**config.mk**
```make
export PLATFORM = sky130hd
export DESIGN_NAME = add_seq
export DESIGN_NICKNAME = d
export VERILOG_FILES = /design/src/rtl/alu_pkg.sv /design/src/rtl/add8.sv /design/src/rtl/add_seq.sv
export SDC_FILE = /design/constraint.sdc
export NUM_CORES = 1
export LEC_CHECK = 0
export CAP_MARGIN = 20
export CORE_MARGIN = 8
export CORE_UTILIZATION = 55
export DETAILED_ROUTE_END_ITERATION = 6
export PLACE_DENSITY = 0.83
export SLEW_MARGIN = 20
export SYNTH_ARGS = -nofsm -noshare
export SYNTH_HDL_FRONTEND = slang
export SYNTH_SLANG_ARGS = --single-unit
export TNS_END_PERCENT = 20
```
**constraint.sdc**
```tcl
create_clock -name clk -period 10.4 [get_ports clk]
set_input_delay 3.12 -clock clk [delete_from_list [all_inputs] [get_ports clk]]
set_output_delay 3.12 -clock clk [all_outputs]
set_load 0.1 [all_outputs]
```
**src/rtl/alu_pkg.sv**
```systemverilog
`default_nettype none
// ============================================================================
// Module      : alu_pkg
// Description : Shared ALU definitions: sequencer state encoding, byte width
//               and the operand-length normalisation helper.
// Revision    : 1.0 - initial release
// ============================================================================
package alu_pkg;

    localparam int BYTE_W = 8;

    typedef enum logic [1:0] {
        IDLE = 2'd0,
        RUN  = 2'd1,
        DONE = 2'd2
    } state_t;

    // A requested length of 0, or one beyond the operand width, selects the
    // full operand width.
    function automatic int norm_len(input int len, input int nbytes);
        if (len == 0 || len > nbytes) begin
            return nbytes;
        end
        return len;
    endfunction

endpackage
`default_nettype wire

```
**src/rtl/add8.sv**
```systemverilog
`default_nettype none
// ============================================================================
// Module      : add8
// Description : 8-bit ripple-carry adder.
//   sum  (out, 8) : a + b + cin, low 8 bits
//   cout (out, 1) : carry out of bit 7
//   a, b (in, 8)  : addends
//   cin  (in, 1)  : carry in
// Revision    : 1.0 - initial release
// ============================================================================
module add8 (
    output logic [7:0] sum,
    output logic       cout,
    input  logic [7:0] a,
    input  logic [7:0] b,
    input  logic       cin
);

    logic [8:0] w_c;

    assign w_c[0] = cin;

    for (genvar i = 0; i < 8; i++) begin : g_bit
        assign sum[i]   = a[i] ^ b[i] ^ w_c[i];
        assign w_c[i+1] = (a[i] & b[i]) | (w_c[i] & (a[i] ^ b[i]));
    end

    assign cout = w_c[8];

endmodule
`default_nettype wire

```
**src/rtl/add_seq.sv**
```systemverilog
`default_nettype none
// ============================================================================
// Module      : add_seq
// Description : Multi-precision add/subtract sequencer. Operands of up to
//               8*NBYTES bits are pushed through one shared 8-bit adder,
//               least significant byte first, carrying between bytes.
//   clk    (in)            : clock
//   rst    (in)            : synchronous active-high reset
//   start  (in)            : operation request (accepted in IDLE/DONE)
//   sub    (in)            : 0 = A+B, 1 = A-B
//   len    (in, LW)        : active bytes, 0 or >NBYTES means NBYTES
//   op_a   (in, 8*NBYTES)  : operand A
//   op_b   (in, 8*NBYTES)  : operand B
//   busy   (out)           : high while running
//   done   (out)           : one-cycle completion pulse
//   result (out, 8*NBYTES) : sum/difference, inactive bytes zero
//   cout   (out)           : carry out of the top active byte
//   ovf    (out)           : signed overflow at the top active bit
//   zero   (out)           : all active result bytes zero
// Revision    : 1.0 - initial release
// ============================================================================
module add_seq
    import alu_pkg::*;
#(
    parameter int NBYTES = 4,
    parameter int LW     = $clog2(NBYTES + 1)
) (
    input  logic                     clk,
    input  logic                     rst,
    input  logic                     start,
    input  logic                     sub,
    input  logic [LW-1:0]            len,
    input  logic [BYTE_W*NBYTES-1:0] op_a,
    input  logic [BYTE_W*NBYTES-1:0] op_b,
    output logic                     busy,
    output logic                     done,
    output logic [BYTE_W*NBYTES-1:0] result,
    output logic                     cout,
    output logic                     ovf,
    output logic                     zero
);

    localparam int W = BYTE_W * NBYTES;

    state_t          r_state;
    state_t          w_next;
    logic [W-1:0]    r_a;
    logic [W-1:0]    r_b;          // already inverted for subtract
    logic [W-1:0]    r_result;
    logic [LW-1:0]   r_len;
    logic [LW-1:0]   r_idx;
    logic            r_carry;
    logic            r_nz;         // some byte written so far was non-zero
    logic            r_cout;
    logic            r_ovf;
    logic            r_zero;

    logic [BYTE_W-1:0] w_a_byte;
    logic [BYTE_W-1:0] w_b_byte;
    logic [BYTE_W-1:0] w_sum;
    logic              w_co;
    logic              w_last;
    logic              w_accept;

    // Byte select for the shared adder.
    always_comb begin
        w_a_byte = '0;
        w_b_byte = '0;
        for (int i = 0; i < NBYTES; i++) begin
            if (r_idx == LW'(i)) begin
                w_a_byte = r_a[i*BYTE_W +: BYTE_W];
                w_b_byte = r_b[i*BYTE_W +: BYTE_W];
            end
        end
    end

    add8 u_add8 (
        .sum  (w_sum),
        .cout (w_co),
        .a    (w_a_byte),
        .b    (w_b_byte),
        .cin  (r_carry)
    );

    assign w_last   = (r_idx == r_len - LW'(1));
    assign w_accept = start && (r_state == IDLE || r_state == DONE);

    // State register.
    always_ff @(posedge clk) begin
        if (rst) begin
            r_state <= IDLE;
        end else begin
            r_state <= w_next;
        end
    end

    // Next state and status outputs.
    always_comb begin
        w_next = r_state;
        busy   = 1'b0;
        done   = 1'b0;
        case (r_state)
            IDLE: begin
                if (start) w_next = RUN;
            end
            RUN: begin
                busy = 1'b1;
                if (w_last) w_next = DONE;
            end
            DONE: begin
                done   = 1'b1;
                w_next = start ? RUN : IDLE;
            end
            default: w_next = IDLE;
        endcase
    end

    // Operand capture and byte-serial datapath.
    always_ff @(posedge clk) begin
        if (rst) begin
            r_a      <= '0;
            r_b      <= '0;
            r_len    <= '0;
            r_idx    <= '0;
            r_carry  <= 1'b0;
            r_nz     <= 1'b0;
            r_result <= '0;
            r_cout   <= 1'b0;
            r_ovf    <= 1'b0;
            r_zero   <= 1'b0;
        end else if (w_accept) begin
            r_a      <= op_a;
            r_b      <= sub ? ~op_b : op_b;
            r_len    <= LW'(norm_len(int'(len), NBYTES));
            r_idx    <= '0;
            // Carry-in of 1 completes the two's complement of ~B.
            r_carry  <= sub;
            r_nz     <= 1'b0;
            r_result <= '0;
            r_cout   <= 1'b0;
            r_ovf    <= 1'b0;
            r_zero   <= 1'b0;
        end else if (r_state == RUN) begin
            for (int i = 0; i < NBYTES; i++) begin
                if (r_idx == LW'(i)) begin
                    r_result[i*BYTE_W +: BYTE_W] <= w_sum;
                end
            end
            r_carry <= w_co;
            r_idx   <= r_idx + LW'(1);
            r_nz    <= r_nz | (|w_sum);
            if (w_last) begin
                r_cout <= w_co;
                r_ovf  <= (w_a_byte[BYTE_W-1] == w_b_byte[BYTE_W-1]) &&
                          (w_sum[BYTE_W-1] != w_a_byte[BYTE_W-1]);
                r_zero <= !(r_nz || (|w_sum));
            end
        end
    end

    assign result = r_result;
    assign cout   = r_cout;
    assign ovf    = r_ovf;
    assign zero   = r_zero;

endmodule
`default_nettype wire

```
After elaboration in Yosys (flattened, before gate mapping):

Cells that the tools add are included.

* register bits after elaboration: 109
* input bits: 71
* output and inout bits: 37
* word-level logic and storage cells: 109

* add/subtract/negate cells: 2
* magnitude comparators: 1
* eq/ne operators: 10
* mux-type cells: 22
* bitwise gates (word level): 42
* reductions and logical operators: 18

Operators with widths (number)
* $mux 8: 8
* $mux 32: 1
* $not 32->32: 1
* $and 1x1->1: 16
* $xor 1x1->1: 16
* $reduce_and 2->1: 6
* $or 1x1->1: 9
* $mux 1: 8
* $reduce_or 8->1: 1
* $eq 3x2->1 const B: 2
* $logic_not 3->1: 2
* $mux 3: 2
* $pmux 2 s3: 1
* $mux 2: 2
* $ne 2x2->1 const B: 2
* $add 3x1->3 const B: 1
* $eq 3x1->1 const B: 1
* $eq 3x3->1: 1
* $gt 3x3->1 const B: 1
* $logic_or 1x1->1: 3
* $sub 3x1->3 const B: 1
* $eq 2x1->1 const B: 1
* $eq 2x2->1 const B: 1
* $logic_and 1x1->1: 2
* other kinds (6): 6

Logic depth before layout (Yosys ltp):

* depth after elaboration: 24
* gate-level depth with buffers: 24
* gate-level depth less buffers: 21

Modules after synthesis:

Synthesis repeated with hierarchy kept, for this count alone.

* cells, all modules: 624
* area total of the unflattened synthesis: 4962.3 um2

By module, submodules not included
* add_seq: times used 1, cells each 606, area each 4764.6 um2
* add8: times used 1, cells each 18, area each 197.7 um2

Worst setup path before layout:

OpenSTA, ideal clock, no wires.

* path type: register to register
* from: reg r_idx[1]
* to: reg r_zero, in the netlist zero
* library setup time: 0.068 ns
* arrival time: 5.341 ns
* data required time: 10.332 ns
* setup slack: 4.991 ns
* stages on the path, launching flop included: 24
* buffers on the path: 2
* cells stage by stage: dfxtp_1 -> inv_1 -> ha_1 -> nor3b_2 -> clkbuf_1 -> a221oi_1 -> nor3_1 -> a21oi_1 -> fa_1 -> fa_1 -> fa_1 -> fa_1 -> inv_1 -> fa_1 -> inv_1 -> fa_1 -> fa_1 -> inv_1 -> fa_1 -> clkbuf_1 -> or3_1 -> nor3_1 -> mux2i_1 -> nor2_1

* cells in the longest elaborated chain, start to end: 24

Ends and longest elaborated chain
* start: declaration: RTL line add_seq.sv:51 `logic [LW-1:0] r_idx;`
* start signal: assignment: RTL line add_seq.sv:150 `r_idx <= r_idx + LW'(1);`
* $logic_not 3->1: RTL line add_seq.sv:70 `if (r_idx == LW'(i)) begin`
* $mux 8 (4 in series): RTL line add_seq.sv:70
* $xor 1x1->1: RTL line add8.sv:25 `assign w_c[i+1] = (a[i] & b[i]) | (w_c[i] & (a[i] ^ b[i]));`
* $and 1x1->1: RTL line add8.sv:25
* $or 1x1->1: RTL line add8.sv:25
* $and 1x1->1: RTL line add8.sv:25
* $or 1x1->1: RTL line add8.sv:25
* $and 1x1->1: RTL line add8.sv:25
* [... 6 more ...]
* $or 1x1->1: RTL line add8.sv:25
* $and 1x1->1: RTL line add8.sv:25
* $or 1x1->1: RTL line add8.sv:25
* $xor 1x1->1 (*): RTL line add8.sv:24 `assign sum[i] = a[i] ^ b[i] ^ w_c[i];`
* net u_add8.sum[7]: RTL line add8.sv:12 `output logic [7:0] sum,`
* $reduce_or 8->1 (*): RTL line add_seq.sv:156 `r_zero <= !(r_nz || (|w_sum));`
* $logic_or 1x1->1 (*): RTL line add_seq.sv:156
* $logic_not 1->1 (*): RTL line add_seq.sv:156
* end signal: assignment: RTL line add_seq.sv:156
* end: declaration: RTL line add_seq.sv:56 `logic r_zero;`

Mark *: on every way through the listed nets, which the timed path passes. The rest lies on a longest branch.
A chain may end at the register's enable or synchronous reset.

Worst setup path in the final report:

Ends and elaborated chain as after synthesis.

==> results.py <==
metrics = {
    "run_status": {
        "status": "completed",
    },
    "timing": {
        "holdWs_ns": 0.463,
        "worst_slew_pin_slew_ns": 1.12,
        "maxSlewHeadroom": 0.255,
        "layout_setup_ws_ns": 4.33,
        "min_period_ns": 6.07,
        "setup_viol": 0,
        "rsz0062_at_grt": "false",
        "tns_ns": 0,
        "drv_slew": 0,
        "fin_worst_skew_ns": 0.0117,
        "fmax_mhz": 165,
        "timing.final.crit_share": 0.584,
        "final_hold_viol_count": 0,
    },
    "floorplanning": {
        "initial_core_util": 0.566,
        "die_h_um": 111,
        "die_area_mm2": 0.0122,
        "rows": 34,
        "die_width_um": 111,
        "ios": 108,
        "core-area_mm2": 0.00868,
    },
    "clock_network": {
        "clkTransAtPathRegs_ns": 0.10,
        "cts.path.max_buffers": 2,
        "cts_resized": 0,
        "numCtsBuffers": 9,
        "clock_latency_ns": 0.37,
        "cts.sinks": 109,
        "root_buffer": "clkbuf_8",
        "cts_hold_buf": 0,
        "tritoncts": "done",
        "postCtsSetupBuffers": 0,
        "h-tree-depth": 3,
    },
    "power": {
        "power_mw": 0.891,
        "power_density_mw_per_mm2": 145,
        "peakVddDrop_uv": 75.5,
        "p_leak_nw": 2.21,
    },
    "place": {
        "dp_cells": 746,
        "gp_congestion": 0.854,
        "place_ws_ns": 4.43,
        "io_buffer_count": 107,
        "hpwl_um": 9060,
        "place_area_mm2": 0.00594,
    },
    "synthesis": {
        "synthesis.area_mm2": 0.00491,
        "synth-seq-area-share": 0.444,
        "yosys_register_bits": 109,
        "ys_types": 42,
        "syn_nets": 662,
        "ys.warnings.count": 0,
        "syn_avg_cell_area_um2": 8.55,
        "yosys_most_used_dff": "dfxtp_1",
        "synthCells": 575,
        "async_flop_share": 0,
        "synth_enable_flop_cells": 0,
    },
    "cells_and_area": {
        "diodes": 0,
        "nets": 736,
        "fin_area_mm2": 0.00614,
        "fin_cells": 762,
        "final_util": 0.707,
        "layout-drive-gt1-share": 0.0489,
        "synthToLayoutAreaGrowth_pct": 24.9,
    },
    "worst_hold_path": {
        "hold_class": "flip-flop to flip-flop",
    },
    "global_route": {
        "grt_max_degree": 103,
        "grt_first_pass_wirelength_um": 20000,
        "track_usage": 0.193,
        "grt_overflow": 0,
        "grt_pass1_vias": 4159,
        "antenna_found_initial": 0,
    },
    "routing": {
        "drt_iter0_drc": 282,
        "dr.pass1.iters": 5,
        "wl_um": 12200,
        "wl_per_cell_um": 16.0,
        "routed_via_density": 5.56,
        "vias": 4240,
        "drc": 0,
        "ant_nets": 0,
    },
    "setup_path": {
        "crit_fanout": 15,
        "crit_type": "flip-flop to flip-flop",
        "cp-end-kind": "flip-flop",
        "startpoint_type": "flip-flop",
        "worstPathRequired_ns": 10.71,
        "cp.arrival_ns": 6.38,
    },
    "job": {
        "cap_violations": 0,
    },
}
cell type report:
cell class / instances / area (um2)
clock buffers: 11 / 151
clock inverters: 5 / 41.3
fillers: 716 / 2540
inverters: 11 / 41.3
multi-input cells: 405 / 2480
flip-flops and latches: 109 / 2180
well taps: 108 / 135
repair buffers: 113 / 1110
cell families (layout without fill, tap and decap cells):
| group | Yosys count | count (layout) | synth area share |
|---|---|---|---|
| adder cells (fa/ha/maj) | 16 | 16 | 0.0530 |
| flip-flops | 109 | 109 | 0.444 |
| AND/OR/NAND/NOR | 210 | 210 | 0.185 |
| buffers and inverters | 61 | 140 | 0.0530 |
| AO/OA/AOI/OAI | 136 | 136 | 0.184 |
| multiplexers | 8 | 8 | 0.0163 |
| XOR/XNOR | 35 | 35 | 0.0654 |
cell usage after synthesis, types with 2 or more instances:
cell	number	area, um2
o21ai_0	3	15.0
buf_4	2	15.0
fa_1	8	160
inv_1	10	37.5
buf_2	13	65.1
buf_1	4	15.0
xnor2_1	32	280
xor2_1	2	17.5
nand3b_1	4	30.0
nor3_1	15	75.1
a211oi_1	58	435
nand2b_1	5	31.3
nor2_1	87	327
nand3_1	2	10.0
o31ai_1	3	22.5
a21oi_1	52	260
and2_1	2	12.5
clkbuf_1	30	113
or3_1	2	12.5
nor2b_1	4	25.0
mux2i_1	8	80.1
a221oi_1	15	131
nand2_1	80	300
dfxtp_1	109	2180
ha_1	8	100
sequential cells by signal (all words and copies together) (netlist names):
signal / flops
r_carry: 1
result: 32
r_a: 32
r_len: 3
ovf: 1
r_b: 32
r_idx: 3
r_nz: 1
cout: 1
zero: 1
r_state: 2
critical path, cell delays in order, from the launching register on:
cell	delay, ns
dfxtp_1	0.43
inv_1	0.09
ha_1	0.23
nor3b_2	0.78
a221oi_1	0.18
nor3_1	0.19
a21oi_1	0.08
fa_1	0.42
fa_1	0.39
fa_1	0.39
fa_1	0.38
inv_1	0.08
fa_1	0.16
inv_1	0.05
fa_1	0.38
fa_1	0.38
inv_1	0.08
fa_1	0.54
or3_1	0.37
nor3_1	0.21
mux2i_1	0.10
nor2_1	0.08
layer usage:
| layer | vias to the layer above | global-route usage | part of all wire |
|---|---|---|---|
| met2 | 149 | 0.329 | 0.50 |
| li1 | 2114 | - | - |
| met4 | 0 | 0.0586 | 0.014 |
| met1 | 1959 | 0.236 | 0.43 |
| met3 | 18 | 0.0422 | 0.056 |
| met5 | - | 0 | 0 |
report_power, final:
| part | leakage [nW] | internal (mW) | switching (mW) |
|---|---|---|---|
| Sequential | 0.893 | 0.441 | 0.0157 |
| Combinational | 1.22 | 0.0783 | 0.110 |
| Clock | 0.0978 | 0.103 | 0.143 |
| Total | 2.21 | 0.622 | 0.269 |
cell usage in the layout (no fill, tap or decap), drive strengths merged, types with 11 or more instances in the layout:
master,synthesis,final
xnor2,32,32
nand2,80,80
nor3,15,15
clkbuf,30,11
clkdlybuf4s50,0,105
dfxtp,109,109
a221oi,15,15
nor2,88,88
a211oi,58,58
a21oi,52,52
inv,11,13
worst paths after layout:
| path | start | endpoint | slack (ns) | depth (start not counted) |
|---|---|---|---|---|
| max reg2reg | r_idx[1]$_SDFFE_PP0P_ | zero$_SDFFE_PP0P_ | 4.33 | 21 |
| min reg2reg | r_a[0]$_SDFFE_PP0P_ | r_a[0]$_SDFFE_PP0P_ | 0.46 | 2 |
| min | r_a[0]$_SDFFE_PP0P_ | r_a[0]$_SDFFE_PP0P_ | 0.46 | 2 |
| max | r_idx[1]$_SDFFE_PP0P_ | zero$_SDFFE_PP0P_ | 4.33 | 21 |
(Power assumes the default switching activity.)
